$ cat src/rtl/store_pkg.sv
// Shared types and helpers for the store merge unit: store-type encodings,
// FSM state encoding and word-alignment helpers.
package store_pkg;

  // Store width as presented by the datapath
  typedef enum logic [1:0] {
    ST_B   = 2'b00,
    ST_H   = 2'b01,
    ST_W   = 2'b10,
    ST_ILL = 2'b11
  } st_type_e;

  typedef enum logic [1:0] {
    StIdle = 2'b00,
    StRd   = 2'b01,
    StWait = 2'b10,
    StWr   = 2'b11
  } state_e;

  // Widest byte address the alignment helper handles
  localparam int unsigned AddrWMax = 64;
  // Latency counter width, enough for RD_LAT-1 up to 3
  localparam int unsigned CntW     = 2;

  // Clear the byte-offset bits to form the word address
  function automatic logic [AddrWMax-1:0] word_align(input logic [AddrWMax-1:0] addr);
    return {addr[AddrWMax-1:2], 2'b00};
  endfunction

  // A request is rejected if its type is illegal or it crosses its natural alignment
  function automatic logic is_bad_req(input st_type_e typ, input logic [1:0] off);
    logic bad;
    bad = 1'b0;
    unique case (typ)
      ST_B:    bad = 1'b0;
      ST_H:    bad = off[0];
      ST_W:    bad = (off != 2'b00);
      default: bad = 1'b1;
    endcase
    return bad;
  endfunction

endpackage

$ cat src/rtl/byte_lane_merge.sv
// Combinational lane merge: inserts a byte or halfword into a 32-bit word at
// the addressed lane. A full-word store passes the new data straight through.
module byte_lane_merge
  import store_pkg::*;
(
  input  logic [31:0] old_word_i,
  input  logic [31:0] new_data_i,
  input  logic [1:0]  offset_i,
  input  st_type_e    type_i,
  output logic [31:0] merged_o
);

  // Start from the old word and overwrite only the addressed lane(s)
  always_comb begin
    merged_o = old_word_i;
    unique case (type_i)
      ST_B: begin
        unique case (offset_i)
          2'd0: merged_o[7:0]   = new_data_i[7:0];
          2'd1: merged_o[15:8]  = new_data_i[7:0];
          2'd2: merged_o[23:16] = new_data_i[7:0];
          2'd3: merged_o[31:24] = new_data_i[7:0];
          default: ;
        endcase
      end
      ST_H: begin
        if (offset_i[1]) merged_o[31:16] = new_data_i[15:0];
        else             merged_o[15:0]  = new_data_i[15:0];
      end
      ST_W:    merged_o = new_data_i;
      default: ;
    endcase
  end

endmodule

$ cat src/rtl/store_merge_unit.sv
// Store merge unit: performs sb/sh/sw into a word-wide memory without byte
// enables. Sub-word stores read the word, merge the new lane and write it back;
// full-word stores write directly. Busy stalls the core while a store runs.
// Optional macro STORE_FWD_EN adds a one-entry buffer of the last written word
// so back-to-back sub-word stores to the same word skip the read.
module store_merge_unit
  import store_pkg::*;
#(
  parameter int unsigned ADDR_W = 32,
  parameter int unsigned RD_LAT = 1
) (
  input  logic              clk,
  input  logic              rst_n,
  input  logic              st_req,
  input  logic [ADDR_W-1:0] st_addr,
  input  logic [31:0]       st_data,
  input  logic [1:0]        st_type,
  output logic              busy,
  output logic              st_done,
  output logic              st_err,
  output logic [ADDR_W-1:0] mem_addr,
  output logic              mem_rd_en,
  input  logic [31:0]       mem_rd_data,
  output logic              mem_wr_en,
`ifdef STORE_FWD_EN
  input  logic              fwd_inv,
`endif
  output logic [31:0]       mem_wr_data
);

  if (RD_LAT < 1 || RD_LAT > 4) begin : g_bad_rd_lat
    $error("store_merge_unit: RD_LAT must be in 1..4");
  end
  if (ADDR_W < 3 || ADDR_W > AddrWMax) begin : g_bad_addr_w
    $error("store_merge_unit: ADDR_W out of supported range");
  end

  localparam logic [CntW-1:0] RdLatM1 = CntW'(RD_LAT - 1);

  state_e            state_q, state_d;
  logic [ADDR_W-1:0] addr_q, addr_d;
  logic [31:0]       data_q, data_d;
  st_type_e          type_q, type_d;
  logic [1:0]        off_q, off_d;
  logic [CntW-1:0]   cnt_q, cnt_d;
  logic [31:0]       old_q, old_d;
  logic              err_q, err_d;

  st_type_e          req_type;
  logic [ADDR_W-1:0] req_word_addr;
  logic              req_bad;
  logic [31:0]       merged;
  logic              fwd_hit;
  logic [31:0]       fwd_word;

  assign req_type      = st_type_e'(st_type);
  assign req_word_addr = ADDR_W'(word_align(AddrWMax'(st_addr)));
  assign req_bad       = is_bad_req(req_type, st_addr[1:0]);

  byte_lane_merge u_merge (
    .old_word_i (old_q),
    .new_data_i (data_q),
    .offset_i   (off_q),
    .type_i     (type_q),
    .merged_o   (merged)
  );

`ifdef STORE_FWD_EN
  logic              fwd_valid_q;
  logic [ADDR_W-1:0] fwd_addr_q;
  logic [31:0]       fwd_data_q;

  // Invalidation beats a same-cycle write since an external writer may have clobbered the word
  assign fwd_hit  = fwd_valid_q && !fwd_inv && (fwd_addr_q == req_word_addr);
  assign fwd_word = fwd_data_q;

  // Last-written-word buffer, refreshed on every write issued
  always_ff @(posedge clk or negedge rst_n) begin
    if (!rst_n) begin
      fwd_valid_q <= 1'b0;
      fwd_addr_q  <= '0;
      fwd_data_q  <= '0;
    end else if (fwd_inv) begin
      fwd_valid_q <= 1'b0;
    end else if (state_q == StWr) begin
      fwd_valid_q <= 1'b1;
      fwd_addr_q  <= addr_q;
      fwd_data_q  <= merged;
    end
  end
`else
  assign fwd_hit  = 1'b0;
  assign fwd_word = '0;
`endif

  // Next-state logic: request capture, read sequencing and latency countdown
  always_comb begin
    state_d = state_q;
    addr_d  = addr_q;
    data_d  = data_q;
    type_d  = type_q;
    off_d   = off_q;
    cnt_d   = cnt_q;
    old_d   = old_q;
    err_d   = 1'b0;
    unique case (state_q)
      StIdle: begin
        if (st_req) begin
          addr_d = req_word_addr;
          data_d = st_data;
          type_d = req_type;
          off_d  = st_addr[1:0];
          if (req_bad) begin
            err_d = 1'b1;
          end else if (req_type == ST_W) begin
            state_d = StWr;
          end else if (fwd_hit) begin
            old_d   = fwd_word;
            state_d = StWr;
          end else begin
            state_d = StRd;
          end
        end
      end
      StRd: begin
        cnt_d   = RdLatM1;
        state_d = StWait;
      end
      StWait: begin
        if (cnt_q == '0) begin
          old_d   = mem_rd_data;
          state_d = StWr;
        end else begin
          cnt_d = cnt_q - 1'b1;
        end
      end
      StWr: begin
        state_d = StIdle;
      end
      default: state_d = StIdle;
    endcase
  end

  // State and request registers; reset aborts any store in flight
  always_ff @(posedge clk or negedge rst_n) begin
    if (!rst_n) begin
      state_q <= StIdle;
      addr_q  <= '0;
      data_q  <= '0;
      type_q  <= ST_B;
      off_q   <= '0;
      cnt_q   <= '0;
      old_q   <= '0;
      err_q   <= 1'b0;
    end else begin
      state_q <= state_d;
      addr_q  <= addr_d;
      data_q  <= data_d;
      type_q  <= type_d;
      off_q   <= off_d;
      cnt_q   <= cnt_d;
      old_q   <= old_d;
      err_q   <= err_d;
    end
  end

  // Outputs decode directly from state so strobes drop as soon as reset asserts
  always_comb begin
    busy        = (state_q != StIdle);
    mem_rd_en   = (state_q == StRd);
    mem_wr_en   = (state_q == StWr);
    st_done     = (state_q == StWr);
    st_err      = err_q;
    mem_addr    = (state_q != StIdle) ? addr_q : '0;
    mem_wr_data = (state_q == StWr) ? merged : '0;
  end

endmodule

$ cat config.mk
export PLATFORM = sky130hd
export DESIGN_NAME = store_merge_unit
export DESIGN_NICKNAME = d
export VERILOG_FILES = /design/src/rtl/store_pkg.sv /design/src/rtl/byte_lane_merge.sv /design/src/rtl/store_merge_unit.sv
export SDC_FILE = /design/constraint.sdc
export NUM_CORES = 1
export LEC_CHECK = 0
export ABC_AREA = 1
export CAP_MARGIN = 10
export CORE_ASPECT_RATIO = 0.5
export CORE_UTILIZATION = 30
export DETAILED_ROUTE_END_ITERATION = 7
export GPL_TIMING_DRIVEN = 0
export PLACE_DENSITY = 0.65
export REMOVE_ABC_BUFFERS = 1
export SKIP_CTS_REPAIR_TIMING = 1
export SLEW_MARGIN = 20
export SYNTH_ARGS = -nofsm -noshare
export SYNTH_HDL_FRONTEND = slang
export SYNTH_SLANG_ARGS = --single-unit
export TNS_END_PERCENT = 100
$ cat constraint.sdc
create_clock -name clk -period 1.98 [get_ports clk]
set_clock_uncertainty 0.15 [all_clocks]
set_input_delay 0.396 -clock clk [delete_from_list [all_inputs] [get_ports clk]]
set_output_delay 0.396 -clock clk [all_outputs]
set_load 0.01 [all_outputs]
==> flow_summary_export.csv, run 1 <==
group,metric,value,unit
floorplan,die_w,192,microns
placement,place_congestion,0.809,
sta,period_minus_slack,2.39,ns
sta,rsz0062_at_grt,"yes",
critical_path,critical_path_class,"reg -> out",
final_layout,syn_to_final_growth,57.1,%
global_routing,groute.usage.overall,16.7,%
clock_network,clock_sink_count,103,
synthesis,synth-warning-count,0,
global_routing,grt_first_pass_wirelength,24.8,mm
drt,drcViolationCount,0,
placement,detailedPlacementHpwl,10.7,mm
sta,layout_setup_ws,-0.405,ns
synthesis,ys_top_cells_by_count,"sky130_fd_sc_hd__nand2_1, sky130_fd_sc_hd__nor2_1, sky130_fd_sc_hd__dfrtp_1",
clock_network,clk_transition_reported_paths,0.07,ns
floorplan,start_util,30.9,%
global_routing,overflow,0,
clock_network,htree_num_levels,3,
critical_path,worstPathCellList,"nor2_4 > inv_2 > nor2_4 > buf_6 > nand2_2 > nand3_2 > nand2_2 > inv_2 > buf_6",
drt,drt_pre_antenna_iters,5,
sta,max-slew-margin-rel,64.1,%
clock_network,total_cts_buffers,9,
critical_path,worstPathArrival,1.84,ns
global_routing,globalRouteMet2Util,28.6,%
sta,max_clock_freq,419,MHz
final_layout,layout-drive-gt1-share,30.2,%
synthesis,seq_area_frac_synth,47.5,%
synthesis,synthMostInstantiatedCell,"sky130_fd_sc_hd__nand2_1",
sta,final_period_utilization,120,%
critical_path,timing.critical_path.to,"mem_wr_data[9]",
final_layout,post_layout_nonfiller_instances,1160,
global_routing,grt_antenna_before_repair,0,
synthesis,netlist-cell-type-count,21,
clock_network,clockRootBuffer,"sky130_fd_sc_hd__clkbuf_16",
sta,report.final.slew_viol_count,0,
global_routing,globalRouteMet1Util,21.7,%
critical_path,cpPeakStageDelay,0.56,ns
drt,avgRoutedWirePerCell,15.6,microns
critical_path,r2r_slack,0.09,ns
floorplan,coreArea,17500,sq um
clock_network,clk_path_buf_depth,2,
final_layout,multi_input_comb_area,2840,sq um
sta,setup_viol,52,
drt,antenna_violating_nets_post_route,0,
floorplan,std_cell_rows,34,
critical_path,startpoint,"type_q[1]",
placement,dpl.cell_count,1093,
drt,routed_wirelength,18.1,mm
critical_path,cp_slowest_cell,"sky130_fd_sc_hd__dfrtp_4",
min_path,worst_hold_path_type,"reg -> reg",
drt,detailedRoute.firstIterationViolations,345,
critical_path,rr_worst_depth,6,
critical_path,start_kind,"register",
floorplan,ioPinCount,170,
synthesis,post_synth_inst_count,729,
sta,hold_viol,0,
floorplan,die_height,97.1,microns
critical_path,crit_path_max_fanout,7,
synthesis,post-synth-top-area-cell,"sky130_fd_sc_hd__dfrtp_1",
sta,worst_slew_pin_slew,0.538,ns
synthesis,yosys_register_bits,103,
final_layout,fillCellCount,1647,
job,maxCapViolations,0,
synthesis,synth.top_cells.by_area,"sky130_fd_sc_hd__dfrtp_1, sky130_fd_sc_hd__nand2_1, sky130_fd_sc_hd__nor2_1, sky130_fd_sc_hd__inv_1, sky130_fd_sc_hd__mux2_2",
critical_path,cp_data_required_time,1.43,ns
run_status,violations,"negative setup slack",
global_routing,first_global_vias,5064,
placement,place.port_buffers,167,
synthesis,netlist.area_leader.share,47.5,%
synthesis,postSynthAreaPerCell,7.44,sq um
pwr,power_density_over_cell_area,1690,nW/um^2
pwr,peakVddDrop,0.624,mV
clock_network,clk_latency_worst_skew_pair,0.34,ns
synthesis,synthesis.area,5420,sq um
floorplan,fp.dieArea,18700,sq um
synthesis,synth-async-reset-ratio,100,%
critical_path,r2r_end,"data_q[24]",
pwr,total_leakage_power,0.00429,uW
critical_path,regToRegStartpoint,"state_q[1]",
critical_path,crit_path_end_kind,"output port",
drt,vias_per_cell,4.75,
placement,pre_cts_ws,-1.38,ns
final_layout,nNetsFinal,1027,
final_layout,antenna-diode-count,0,
clock_network,tritoncts_clock_tree,"yes",
global_routing,grt_start_max_net_pins,69,
global_routing,top_usage_layer,"met2",
run_status,run_status,"finished with violations",
drt,vias,5515,
final_layout,ff_latch_area,2590,sq um
synthesis,synth_flop_cell,"sky130_fd_sc_hd__dfrtp_1",
synthesis,synth_edf_count,0,
global_routing,grtUsageMet3,3.32,%
==> power breakdown <==
| group | switching (uW) | total, uW | internal, uW |
|---|---|---|---|
| Sequential | 759 | 3900 | 3140 |
| Combinational | 4630 | 8360 | 3730 |
| Clock | 797 | 2160 | 1360 |
==> critical path, delay by kind of cell (launching register included) <==
kind                   cells  cell delay, ns
DFF                        1            0.56
and+or+nand+nor            5            0.56
buffers and inverters      4            0.38
==> layout make-up <==
cell class,instances,area share [%]
clock inverter,6,1.56
sequential,103,30.4
timing repair buffer,218,24.6
tap,234,3.44
multi-input combinational,503,33.3
inverter,86,4.02
clock buffer,10,2.69
==> worst min path at each step <==
stage	from	to	depth (start not counted)
6_report	old_q[12]	old_q[12]	2
5_1_grt	old_q[9]	old_q[9]	2
4_1_cts	rst_n	addr_q[20]	1
3_5_place_dp	rst_n	addr_q[20]	1
3_3_place_gp	old_q[8]	old_q[8]	2
2_1_floorplan	rst_n	addr_q[10]	0
==> sequential cells by signal (all words and copies together) (netlist names) <==
name / count
addr_q: 30
cnt_q: 2
data_q: 32
off_q: 2
old_q: 32
st_err: 1
state_q: 2
type_q: 2
==> cell families (layout without fill, tap and decap cells) <==
logic type / after synthesis / after routing / synth area share (%)
other: 1 / 2 / 0.0692
adders and majority gates: 5 / 5 / 1.15
AOI/OAI and AO/OA: 88 / 88 / 8.12
buffers and inverters: 126 / 320 / 9.97
DFF: 103 / 103 / 47.5
muxes: 24 / 24 / 4.98
and+or+nand+nor: 382 / 384 / 28.2
==> stage by stage <==
step	setup TNS [ns]	util [%]	area (sq um)	total power [uW]	hold WS, ns
floorplan	-66.98	-	5210	7250	-0.0496
global placement	-602.08	40.9	7170	9800	0.315
detailed placement	-88.88	41.3	7240	9920	0.250
CTS	-115.40	43.4	7600	12100	-0.125
global route	-16.57	48.6	8520	15400	0.359
finish	-12.87	48.6	8520	14400	0.342
==> per-layer routing <==
layer  vias up  routed length [microns]
met5         -                        0
met4         0                      415
met3        33                      865
met2       176                     9080
met1      2673                     7690
li1       2633                        -
==> cell usage in the layout (no fill, tap or decap), drive strengths merged <==
cell type / instances
bufinv: 4
nand4: 2
clkinvlp: 1
buf: 102
inv: 86
dlymetal6s2s: 5
nand3: 48
nor2: 114
dlygate4sd3: 1
conb: 2
a21oi: 45
dfrtp: 103
clkinv: 1
ha: 5
or2: 2
mux2: 24
clkbuf: 20
clkdlybuf4s50: 100
o21ai: 43
nand2: 218
Note: power is estimated with default switching activity, not from simulation.
==> inputs of run 2 (changes only) <==
CTS_CLUSTER_SIZE = 25   (was default)
TNS_END_PERCENT = default   (was 100)
==> results of run 2 <==
Same layout as run 1: the final DEF is identical, and so are final timing and power.
==> inputs of run 3 (changes only) <==
CORE_MARGIN = 1   (was default)
SLEW_MARGIN = default   (was 20)
==> flow_summary_export.csv, run 3 (synthesis gave the netlist of run 1 again) <==
group,metric,value,unit
critical_path,worstPathCellList,"buf_12 > nor2_4 > inv_2 > nor2_4 > buf_6 > nand2_4 > nand3_2 > nand2_1 > inv_1 > buf_2",
clock_network,clk_path_buf_depth,2,
final_layout,layout_commonest_cell,"sky130_fd_sc_hd__nand2_1",
floorplan,coreArea,17500,sq um
drt,antenna_violating_nets_post_route,0,
floorplan,die_w,192,microns
floorplan,ioPinCount,170,
floorplan,fp.dieArea,18700,sq um
placement,place.port_buffers,167,
pwr,seq_power_share,26.4,%
sta,worst_slew_pin_slew,0.738,ns
min_path,worst_hold_path_type,"in -> async",
sta,max_clock_freq,405,MHz
pwr,fin_total_pwr,14600,uW
sta,hold_ws,-0.0394,ns
final_layout,syn_to_final_growth,59.3,%
placement,place_congestion,0.809,
sta,report.final.slew_viol_count,0,
drt,vias,5576,
floorplan,die_height,97.1,microns
critical_path,cpLargestDelayFamily,"flip-flops",
final_layout,fillCellCount,1661,
sta,max-slew-margin-rel,50.8,%
critical_path,cp_data_required_time,1.43,ns
critical_path,path_buf_inv,5,
sta,rsz0062_at_grt,"yes",
drt,avgRoutedWirePerCell,15.6,microns
critical_path,worstPathArrival,1.92,ns
clock_network,clockRootBuffer,"sky130_fd_sc_hd__clkbuf_16",
global_routing,overflow,0,
floorplan,std_cell_rows,34,
run_status,violations,"negative hold slack, negative setup slack",
clock_network,clk_transition_reported_paths,0.07,ns
global_routing,grt_first_pass_wirelength,24.6,mm
sta,hold_viol,54,
pwr,power.switching,6120,uW
sta,period_minus_slack,2.47,ns
critical_path,crit_top_cell,"sky130_fd_sc_hd__nor2_4",
run_status,run_status,"finished with violations",
pwr,pwr-share-comb,58.8,%
critical_path,cp_slowest_cell,"sky130_fd_sc_hd__dfrtp_4",
pwr,power_density_over_cell_area,1690,nW/um^2
critical_path,critical_path_class,"reg -> out",
drt,routed_wirelength,18.4,mm
critical_path,crit_path_max_fanout,6,
global_routing,groute.usage.overall,16.5,%
global_routing,grt_antenna_before_repair,0,
pwr,netSwitchingFraction,42.0,%
global_routing,grt_start_max_net_pins,69,
clock_network,htree_num_levels,3,
sta,setup_viol,51,
placement,pre_cts_ws,-1.38,ns
drt,vias_per_cell,4.73,
drt,drt_pre_antenna_iters,5,
placement,detailedPlacementHpwl,11.0,mm
clock_network,tritoncts_clock_tree,"yes",
drt,detailedRoute.firstIterationViolations,377,
clock_network,clk_latency_worst_skew_pair,0.34,ns
final_layout,most_used_cells_in_the_layout_excluding_fill_and_tap_cells,"sky130_fd_sc_hd__nand2_1, sky130_fd_sc_hd__clkdlybuf4s50_1, sky130_fd_sc_hd__dfrtp_1",
clock_network,total_cts_buffers,9,
sta,totalNegativeSetupSlack,-14.76,ns
job,maxCapViolations,0,
final_layout,antenna-diode-count,0,
global_routing,first_global_vias,5051,
sta,final_period_utilization,125,%
drt,drcViolationCount,0,
clock_network,clock_sink_count,103,
final_layout,nNetsFinal,1047,
pwr,peakVddDrop,0.652,mV
critical_path,start_kind,"register",
critical_path,crit_path_end_kind,"output port",
critical_path,cpPeakStageDelay,0.55,ns
final_layout,largest_registers,"data_q (32), old_q (32), addr_q (30)",
pwr,total_leakage_power,0.00440,uW
sta,layout_setup_ws,-0.487,ns
final_layout,layout-drive-gt1-share,29.0,%
pwr,power.internal,8470,uW
pwr,clock_power_share,14.9,%
floorplan,start_util,30.9,%
## run 3: changes by cell type in the layout (fill, tap and decap cells not counted), moves of 3 or more
cell,change
sky130_fd_sc_hd__o21ai_1,-3
sky130_fd_sc_hd__nand2_4,-3
sky130_fd_sc_hd__nand2_1,+24
sky130_fd_sc_hd__buf_2,-3
sky130_fd_sc_hd__buf_4,+14
sky130_fd_sc_hd__o21ai_0,+3
sky130_fd_sc_hd__nand2_2,-19
## run 3: routing by layer
layer / global-route usage (%) / wire (microns) / vias to the layer above
li1: - / - / 2680
met1: 21.1 / 7880 / 2673
met2: 28.9 / 9290 / 193
met3: 3.11 / 892 / 30
met4: 3.51 / 344 / 0
met5: 0 / 0 / -
## run 3: power by group through the flow
stage | registers (uW) | clock network [uW] | logic, uW
6_report | 3840 | 2170 | 8580
5_1_grt | 3940 | 2280 | 9290
4_1_cts | 3880 | 2200 | 6170
3_5_place_dp | 3910 | 0 | 6140
3_3_place_gp | 3900 | 0 | 5900
2_1_floorplan | 3630 | 0 | 3620
## run 3: worst paths after layout
check / startpoint / endpoint / slack [ns] / depth (start not counted)
setup / recovery: type_q[1] / mem_wr_data[8] / -0.49 / 10
hold / removal: rst_n / addr_q[6] / -0.04 / 1
setup reg to reg: state_q[1] / addr_q[2] / 0.05 / 9
hold reg to reg: old_q[13] / old_q[13] / 0.35 / 2
max in group asynchronous: rst_n / old_q[16] / 1.03 / 2
min in group clk: old_q[13] / old_q[13] / 0.35 / 2
## run 3: area by class of cell
class / instances / area [sq um] / share of cell area, %
tap: 234 / 293 / 3.39
sequential: 103 / 2590 / 30.0
clock buffer: 10 / 229 / 2.65
multi-input combinational: 504 / 2740 / 31.7
timing repair buffer: 237 / 2310 / 26.8
inverter: 86 / 337 / 3.90
clock inverter: 6 / 133 / 1.54
## run 3: through the flow
stage          instance area, sq um  util, %  instances
6_report                       8640     49.3       1180
2_1_floorplan                  5210        -        690
4_1_cts                        7650     43.6       1111
5_1_grt                        8640     49.3       1180
3_5_place_dp                   7290     41.6       1095
3_3_place_gp                   7170     40.9       1091
## run 3: worst register-to-register path, delay by kind of cell (launching register included)
kind                       cells  cell delay [ns]
AOI/OAI and AO/OA              1             0.07
adders and majority gates      1             0.22
and+or+nand+nor                2             0.23
DFF                            1             0.42
buffers and inverters          5             0.71
